## config.mk

```make
export PLATFORM = sky130hd
export DESIGN_NAME = fifo_frame_packer
export DESIGN_NICKNAME = d
export VERILOG_FILES = /design/src/rtl/fifo_frame_pkg.sv /design/src/rtl/fifo_frame_packer.sv
export SDC_FILE = /design/constraint.sdc
export NUM_CORES = 1
export LEC_CHECK = 0
export BUFFER_PORTS_ARGS = -buffer_cell sky130_fd_sc_hd__buf_2
export CORE_UTILIZATION = 50
export CTS_BUF_LIST = sky130_fd_sc_hd__clkbuf_8
export CTS_CLUSTER_SIZE = 12
export DETAILED_ROUTE_END_ITERATION = 8
export PLACE_DENSITY = 0.75
export SETUP_SLACK_MARGIN = 0.4
export SLEW_MARGIN = 40
export SYNTH_ARGS = -nofsm -noshare
export SYNTH_HDL_FRONTEND = slang
export SYNTH_SLANG_ARGS = --single-unit
```

## constraint.sdc

```tcl
create_clock -name rclk -period 5.3 [get_ports rclk]
set_input_delay 1.06 -clock rclk [delete_from_list [all_inputs] [get_ports rclk]]
set_output_delay 1.06 -clock rclk [all_outputs]
set_load 0.1 [all_outputs]
```

## src/rtl/fifo_frame_pkg.sv

```systemverilog
// Shared types and helpers for the FIFO frame packer: FSM state encoding,
// default frame header and the payload checksum.
package fifo_frame_pkg;

    typedef enum logic [2:0] {
        IDLE = 3'd0,
        HEAD = 3'd1,
        LEN  = 3'd2,
        BODY = 3'd3,
        CSUM = 3'd4
    } state_t;

    localparam int unsigned DEFAULT_HEADER = 32'h0000_00A5;

    // Checksum word is the two's complement of the running payload sum, so the
    // payload plus checksum adds up to zero. Callers truncate to their width.
    function automatic logic [31:0] frame_checksum(input logic [31:0] sum);
        return ~sum + 32'd1;
    endfunction

endpackage

```

## src/rtl/fifo_frame_packer.sv

```systemverilog
// Drains an async FIFO's read port and emits framed packets
// (header, length, payload, checksum) on a valid/ready stream.
module fifo_frame_packer
    import fifo_frame_pkg::*;
#(
    parameter int          DSIZE     = 8,
    parameter int          ASIZE     = 10,
    parameter int          FRAME_LEN = 16,
    parameter int          TIMEOUT   = 64,
    parameter int unsigned HEADER    = DEFAULT_HEADER
) (
    input  logic             rclk,
    input  logic             rst_n,
    input  logic [DSIZE-1:0] rdata,
    input  logic             r_ok,
    input  logic [ASIZE-1:0] ruse,
    output logic             r_en,
    output logic [DSIZE-1:0] m_data,
    output logic             m_valid,
    input  logic             m_ready,
    output logic             m_sof,
    output logic             m_eof,
    output logic [15:0]      frame_cnt
);

    localparam int TW    = (TIMEOUT == 0) ? 1 : $clog2(TIMEOUT + 1);
    localparam int TO_M1 = (TIMEOUT == 0) ? 0 : TIMEOUT - 1;

    localparam logic [TW-1:0]    TIMER_MAX  = TW'(TIMEOUT);
    localparam logic [TW-1:0]    TIMER_FIRE = TW'(TO_M1);
    localparam logic [ASIZE:0]   FULL_AVAIL = (ASIZE + 1)'(FRAME_LEN);
    localparam logic [DSIZE-1:0] FULL_LEN   = DSIZE'(FRAME_LEN);
    localparam logic [DSIZE-1:0] HEADER_W   = DSIZE'(HEADER);
    localparam logic [DSIZE-1:0] ONE_D      = DSIZE'(1);
    localparam logic [TW-1:0]    ONE_T      = TW'(1);

    state_t           state_reg, state_next;
    logic [DSIZE-1:0] len_reg, len_next;
    logic [DSIZE-1:0] remain_reg, remain_next;
    logic [DSIZE-1:0] csum_reg, csum_next;
    logic [TW-1:0]    timer_reg, timer_next;
    logic [15:0]      frame_cnt_reg, frame_cnt_next;
    logic [ASIZE:0]   avail;

    // The word parked in the FIFO output stage is not included in ruse.
    assign avail     = {1'b0, ruse} + {{ASIZE{1'b0}}, r_ok};
    assign frame_cnt = frame_cnt_reg;

    always_ff @(posedge rclk or negedge rst_n) begin
        if (!rst_n) begin
            state_reg     <= IDLE;
            len_reg       <= '0;
            remain_reg    <= '0;
            csum_reg      <= '0;
            timer_reg     <= '0;
            frame_cnt_reg <= '0;
        end else begin
            state_reg     <= state_next;
            len_reg       <= len_next;
            remain_reg    <= remain_next;
            csum_reg      <= csum_next;
            timer_reg     <= timer_next;
            frame_cnt_reg <= frame_cnt_next;
        end
    end

    always_comb begin
        state_next     = state_reg;
        len_next       = len_reg;
        remain_next    = remain_reg;
        csum_next      = csum_reg;
        timer_next     = timer_reg;
        frame_cnt_next = frame_cnt_reg;
        r_en           = 1'b0;
        m_valid        = 1'b0;
        m_data         = '0;
        m_sof          = 1'b0;
        m_eof          = 1'b0;

        case (state_reg)
            IDLE: begin
                if (avail == '0) begin
                    timer_next = '0;
                end else if (timer_reg != TIMER_MAX) begin
                    timer_next = timer_reg + ONE_T;
                end
                // A full frame wins over a pending timeout flush.
                if (avail >= FULL_AVAIL) begin
                    len_next   = FULL_LEN;
                    state_next = HEAD;
                end else if ((TIMEOUT != 0) && (avail != '0) && (timer_reg == TIMER_FIRE)) begin
                    len_next   = DSIZE'(avail);
                    state_next = HEAD;
                end
            end

            HEAD: begin
                m_valid = 1'b1;
                m_sof   = 1'b1;
                m_data  = HEADER_W;
                if (m_ready) begin
                    state_next = LEN;
                end
            end

            LEN: begin
                m_valid = 1'b1;
                m_data  = len_reg;
                if (m_ready) begin
                    remain_next = len_reg;
                    csum_next   = '0;
                    state_next  = BODY;
                end
            end

            BODY: begin
                // Straight pass-through; the FIFO holds rdata while r_en is low.
                m_data  = rdata;
                m_valid = r_ok;
                r_en    = m_ready;
                if (r_ok && m_ready) begin
                    csum_next   = csum_reg + rdata;
                    remain_next = remain_reg - ONE_D;
                    if (remain_reg == ONE_D) begin
                        state_next = CSUM;
                    end
                end
            end

            CSUM: begin
                m_valid = 1'b1;
                m_eof   = 1'b1;
                m_data  = DSIZE'(frame_checksum(32'(csum_reg)));
                if (m_ready) begin
                    frame_cnt_next = frame_cnt_reg + 16'd1;
                    timer_next     = '0;
                    state_next     = IDLE;
                end
            end

            default: begin
                state_next = IDLE;
            end
        endcase
    end

endmodule

```

; ---- Word-level counts from Yosys, hierarchy flattened
; Cells that the tools add are included.
; Widths: inputs -> output; s select.
[op_classes]
addsub = 6
order_cmp = 1
eq_ne = 14
muxes = 25
bitwise_logic = 1
reduce_logical = 14
[ops]
columns = cell, n
row1 = $mux 8, 6
row2 = $pmux 8 s2, 2
row3 = $pmux 8 s4, 1
row4 = $mux 3, 7
row5 = $mux 7, 3
row6 = $add 16x1->16 const B, 1
row7 = $pmux 3 s5, 1
row8 = $pmux 7 s2, 1
row9 = $add 10x1->11, 1
row10 = $ge 11x5->1 const B, 1
row11 = $logic_not 11->1, 1
row12 = $reduce_bool 11->1, 1
row13 = $ne 2x2->1 const B, 5
row14 = $add 8x1->8 const B, 1
row15 = $add 8x8->8, 1
row16 = $eq 8x1->1 const B, 1
row17 = $not 8->8, 1
row18 = $sub 8x1->8 const B, 1
row19 = $add 7x1->7 const B, 1
row20 = $eq 7x6->1 const B, 1
row21 = $ne 7x7->1 const B, 1
row22 = $eq 3x2->1 const B, 2
row23 = $ne 3x3->1 const B, 2
row24 = $reduce_and 3->1, 2
row25 = other kinds (10), 16
[word_totals]
ff_bits = 50
output_inout_bits = 28

; ---- Depth between registers and ports, before layout
[depth]
ltp_word = 6
mapped_depth = 8

; ---- Least setup slack after synthesis
; OpenSTA, ideal clock, no wires.
[synth_timing]
path_type = input-to-output
start = input port rdata[1]
end = output port m_data[1]
arrival_ps = 3229
path_slack_ps = 1011
stages = 2
path_buffers = 0
cell_sequence = mux2i_1 -> o21ai_0
[synth_between]
elab_chain_cells = 1
[synth_lines]
columns = item, line_no
row1 = start: declaration, fifo_frame_packer.sv:14  ; input logic [DSIZE-1:0] rdata,
row2 = $pmux 8 s4, fifo_frame_packer.sv:80  ; case (state_reg)
row3 = end: declaration, fifo_frame_packer.sv:18  ; output logic [DSIZE-1:0] m_data,
; Every way passes these cells.

; ---- Worst setup path after layout
[layout_timing]
start = register csum_reg[1]
end = output port m_data[7]
[layout_between]
elab_chain_cells = 3
[layout_lines]
columns = item, line_no
row1 = start: declaration, fifo_frame_packer.sv:40  ; logic [DSIZE-1:0] csum_reg, csum_next;
row2 = start signal: assignment, fifo_frame_packer.sv:61  ; csum_reg <= csum_next;
row3 = $not 8->8, fifo_frame_pkg.sv:18  ; return ~sum + 32'd1;
row4 = $add 8x1->8, fifo_frame_pkg.sv:18
row5 = $pmux 8 s4, fifo_frame_packer.sv:80
; Every way passes these cells.

==> impl_results.md <==
* Hold_buf cts at 0
* Clk_skew at 0.007813 ns
* Post-CTS Setup Inserts at 0
* Top_reg_cell synth: dfrtp_1
* Routed WL per cell at 15.77 um
* Buf/Inv on CP at 1
* Register area at 0.001252 mm2
* Io pins at 50
* Top post-synthesis cells by count: dfrtp_1 (50), nand2_1 (25), a21oi_1 (24)
* CTS resizes at 0
* Top delay family on crit path: simple AND/OR/NAND/NOR gates
* Layout area overhead at 12.98%
* Clk_lat worst skew at 0.31 ns
* Die X at 81.41 um
* HPWL after DPL at 5349 um
* CP cell instances: or4_1, nor4_1, xnor2_1, a21oi_1, o22ai_1, buf_2
* GRT Residual Overflow at 0
* CTS HTree Levels at 2
* Final worst path period share at 68.02%
* Cts bufs inserted at 5
* Worst Setup End Kind: primary output
* Switching Fraction at 39.21%
* Port Buffers at 49
* Worst-path clk slew at 0.10 ns
* Worst slack at placement at 2.055 ns
* Max Cap Viol at 0
* Core ar. at 0.005991 mm2
* CTS Buffer Depth at 2
* TNS Setup at 0 ns
* Post-Syn Instances at 341
* Drt via density at 6.009
* Startpoint types: register
* Worst rel slew slack at 57.65%
* First DRT Iteration DRCs at 245
* LEAKAGE at 1.698 nW
* Ranking of synthesized cells by area: dfrtp_1 (40%), ha_1 (6.0%), xnor2_1 (4.7%), a21oi_1 (3.8%), nand2_1 (3.0%)
* Clk sinks at 50
* Worst hold path class: reg -> reg
* Number of flip-flops in the largest register at 16
* GPL Wtd Cong at 0.8331
* Multi-input gate area at 0.001774 mm2
* EDFF count, synth at 0
* Die ar. at 0.006628 mm2
* Final Cell Area at 0.003562 mm2
* Synth area leader: dfrtp_1
* Slew @ Worst Pin at 0.6353 ns
* Crit-path slowest cell: or4_1
* Logic pwr share at 38.8%
* CTS tree: yes
* Crit path time final at 3.605 ns
* Share of the synthesized area in the top cell type at 39.68%
* Largest net degree at the start of global routing at 51
* Synthesized area at 0.003153 mm2
* Post-Syn Nets at 379
* Area after DPL at 0.003447 mm2
* Sequential Power Share at 40.1%
* Starting Density at 52.63%
* Antenna diode count at 0
* WL final at 7288 um
* RSZ-0062 raised after global routing: false
* Sequential fraction of the synthesis area at 39.68%
* Worst Path Required at 4.24 ns
* FP Rows at 28
* YS warnings at 0
* Max Clk Rate at 277.4 MHz
* Clock share of power at 21.1%
* Syn avg cell area at 9.246 um2
* Fin. max-slew vios at 0
* CTS Root Buffer Type: clkbuf_8
* PwrDens at 366.7 mW/mm2
* Final Hold Viols at 0
* Distinct cells, synth at 52
* Global Route Usage Sum at 23.92%
* Setup ws final at 1.695 ns
* Crit Path Category: reg -> out
* Vias in the first global route at 2518
* Status: completed
* CP arrival at 2.54 ns
* Drt first pass iters at 7
* Number of nets with antenna violations after routing at 0
* Placed cell count at 454
* VDD IR max at 0.2861 mV
* DIE HEIGHT at 81.41 um
* Cell Int Power at 0.7941 mW
* Post-synthesis async set-or-reset flop share at 100.0%
* DR vias at 2776
* Worst-path fanout max at 5
* DRC Markers at 0
* Final setup fails at 0
* Share of layout cells above drive strength 1 at 18.60%
* Most frequent cell after synthesis: dfrtp_1
* Cell Count, Final, Fillers Out at 462
* Antenna violations before repair at 0
* Max incr delay on CP at 0.63 ns
* NetSw at 0.5122 mW
* First-pass GRT wire length at 12060 um
* Post-layout nets at 424
* Synthesized flop and latch total at 50
* Fillcell total at 509
==> area by class of cell <==
| type | instances | share of cell area [%] |
|---|---|---|
| clock inverter | 3 | 1.264 |
| inverter | 18 | 1.897 |
| tap | 75 | 2.634 |
| multi-input combinational | 260 | 49.81 |
| clock buffer | 5 | 1.932 |
| timing repair buffer | 51 | 7.306 |
| sequential | 50 | 35.16 |
==> layer usage <==
layer	routed length, um	GRT usage, %	part of all wire [%]	vias to the layer above
met5	0	0	0	-
met4	131	7.321	1.8	0
met3	437	4.556	6.0	19
met2	3241	35.17	44	118
met1	3477	35.34	48	1300
li1	-	-	-	1339
==> cell usage in the layout (no fill, tap or decap), types with 3 or more instances in the layout <==
cell type / instances
o211ai_1: 6
and3_1: 13
a31oi_1: 3
nand4_1: 6
nor2_1: 17
nor2b_1: 5
a22o_1: 3
nand2_1: 25
clkbuf_8: 5
o2111ai_1: 3
and2_1: 4
nor3_1: 9
a22o_2: 4
xnor2_1: 17
ha_1: 15
o22ai_1: 10
xor2_1: 10
a21oi_1: 24
or3_1: 3
nand2b_1: 4
dfrtp_1: 49
inv_1: 18
a22oi_1: 4
o21ai_0: 18
nor4b_1: 4
and4_1: 3
mux2i_1: 5
buf_2: 49
nand3_1: 16
==> path summary, 6_finish.rpt <==
path	start	endpoint	slack, ns	depth (start not counted)
worst max-delay path	csum_reg[1]$_DFFE_PN0P_	m_data[7]	1.70	6
worst min-delay path	frame_cnt[15]$_DFFE_PN0P_	frame_cnt[15]$_DFFE_PN0P_	0.47	1
worst max register to register	state_reg[1]$_DFFE_PN0P_	csum_reg[7]$_DFFE_PN0P_	3.12	5
worst min register to register	frame_cnt[15]$_DFFE_PN0P_	frame_cnt[15]$_DFFE_PN0P_	0.47	1
max in group asynchronous	rst_n	state_reg[0]$_DFFE_PN0P_	4.01	2
min in group asynchronous	rst_n	frame_cnt[7]$_DFFE_PN0P_	0.85	2
==> through the flow <==
stage / power, mW / hold slack, ns / util, %
final: 1.306 / 0.4652 / 59.46
after global routing: 1.399 / 0.4935 / 59.46
after CTS: 1.307 / 0.4699 / 59.44
after detailed placement: 1.030 / 0.4519 / 57.54
after global placement: 1.014 / 0.4521 / 57.54
after floorplan: 0.9168 / 0.4726 / -
==> cell families (layout without fill, tap and decap cells) <==
| family | Yosys count | count (layout) | share of synthesized area (%) |
|---|---|---|---|
| AOI/OAI and AO/OA | 90 | 90 | 19.25 |
| DFF | 50 | 50 | 39.68 |
| xor gates and xnor gates | 27 | 27 | 7.500 |
| muxes | 6 | 6 | 1.944 |
| and+or+nand+nor | 121 | 121 | 20.99 |
| buffers and inverters | 31 | 77 | 4.047 |
| adders and majority gates | 16 | 16 | 6.587 |
==> power by group through the flow <==
stage	Sequential, mW	Clock (mW)	Combinational, mW
final	0.524	0.276	0.507
after global routing	0.535	0.295	0.569
after CTS	0.522	0.280	0.505
after detailed placement	0.530	0	0.501
after global placement	0.525	0	0.490
after floorplan	0.512	0	0.405
Note: power is estimated with default switching activity, not from simulation.
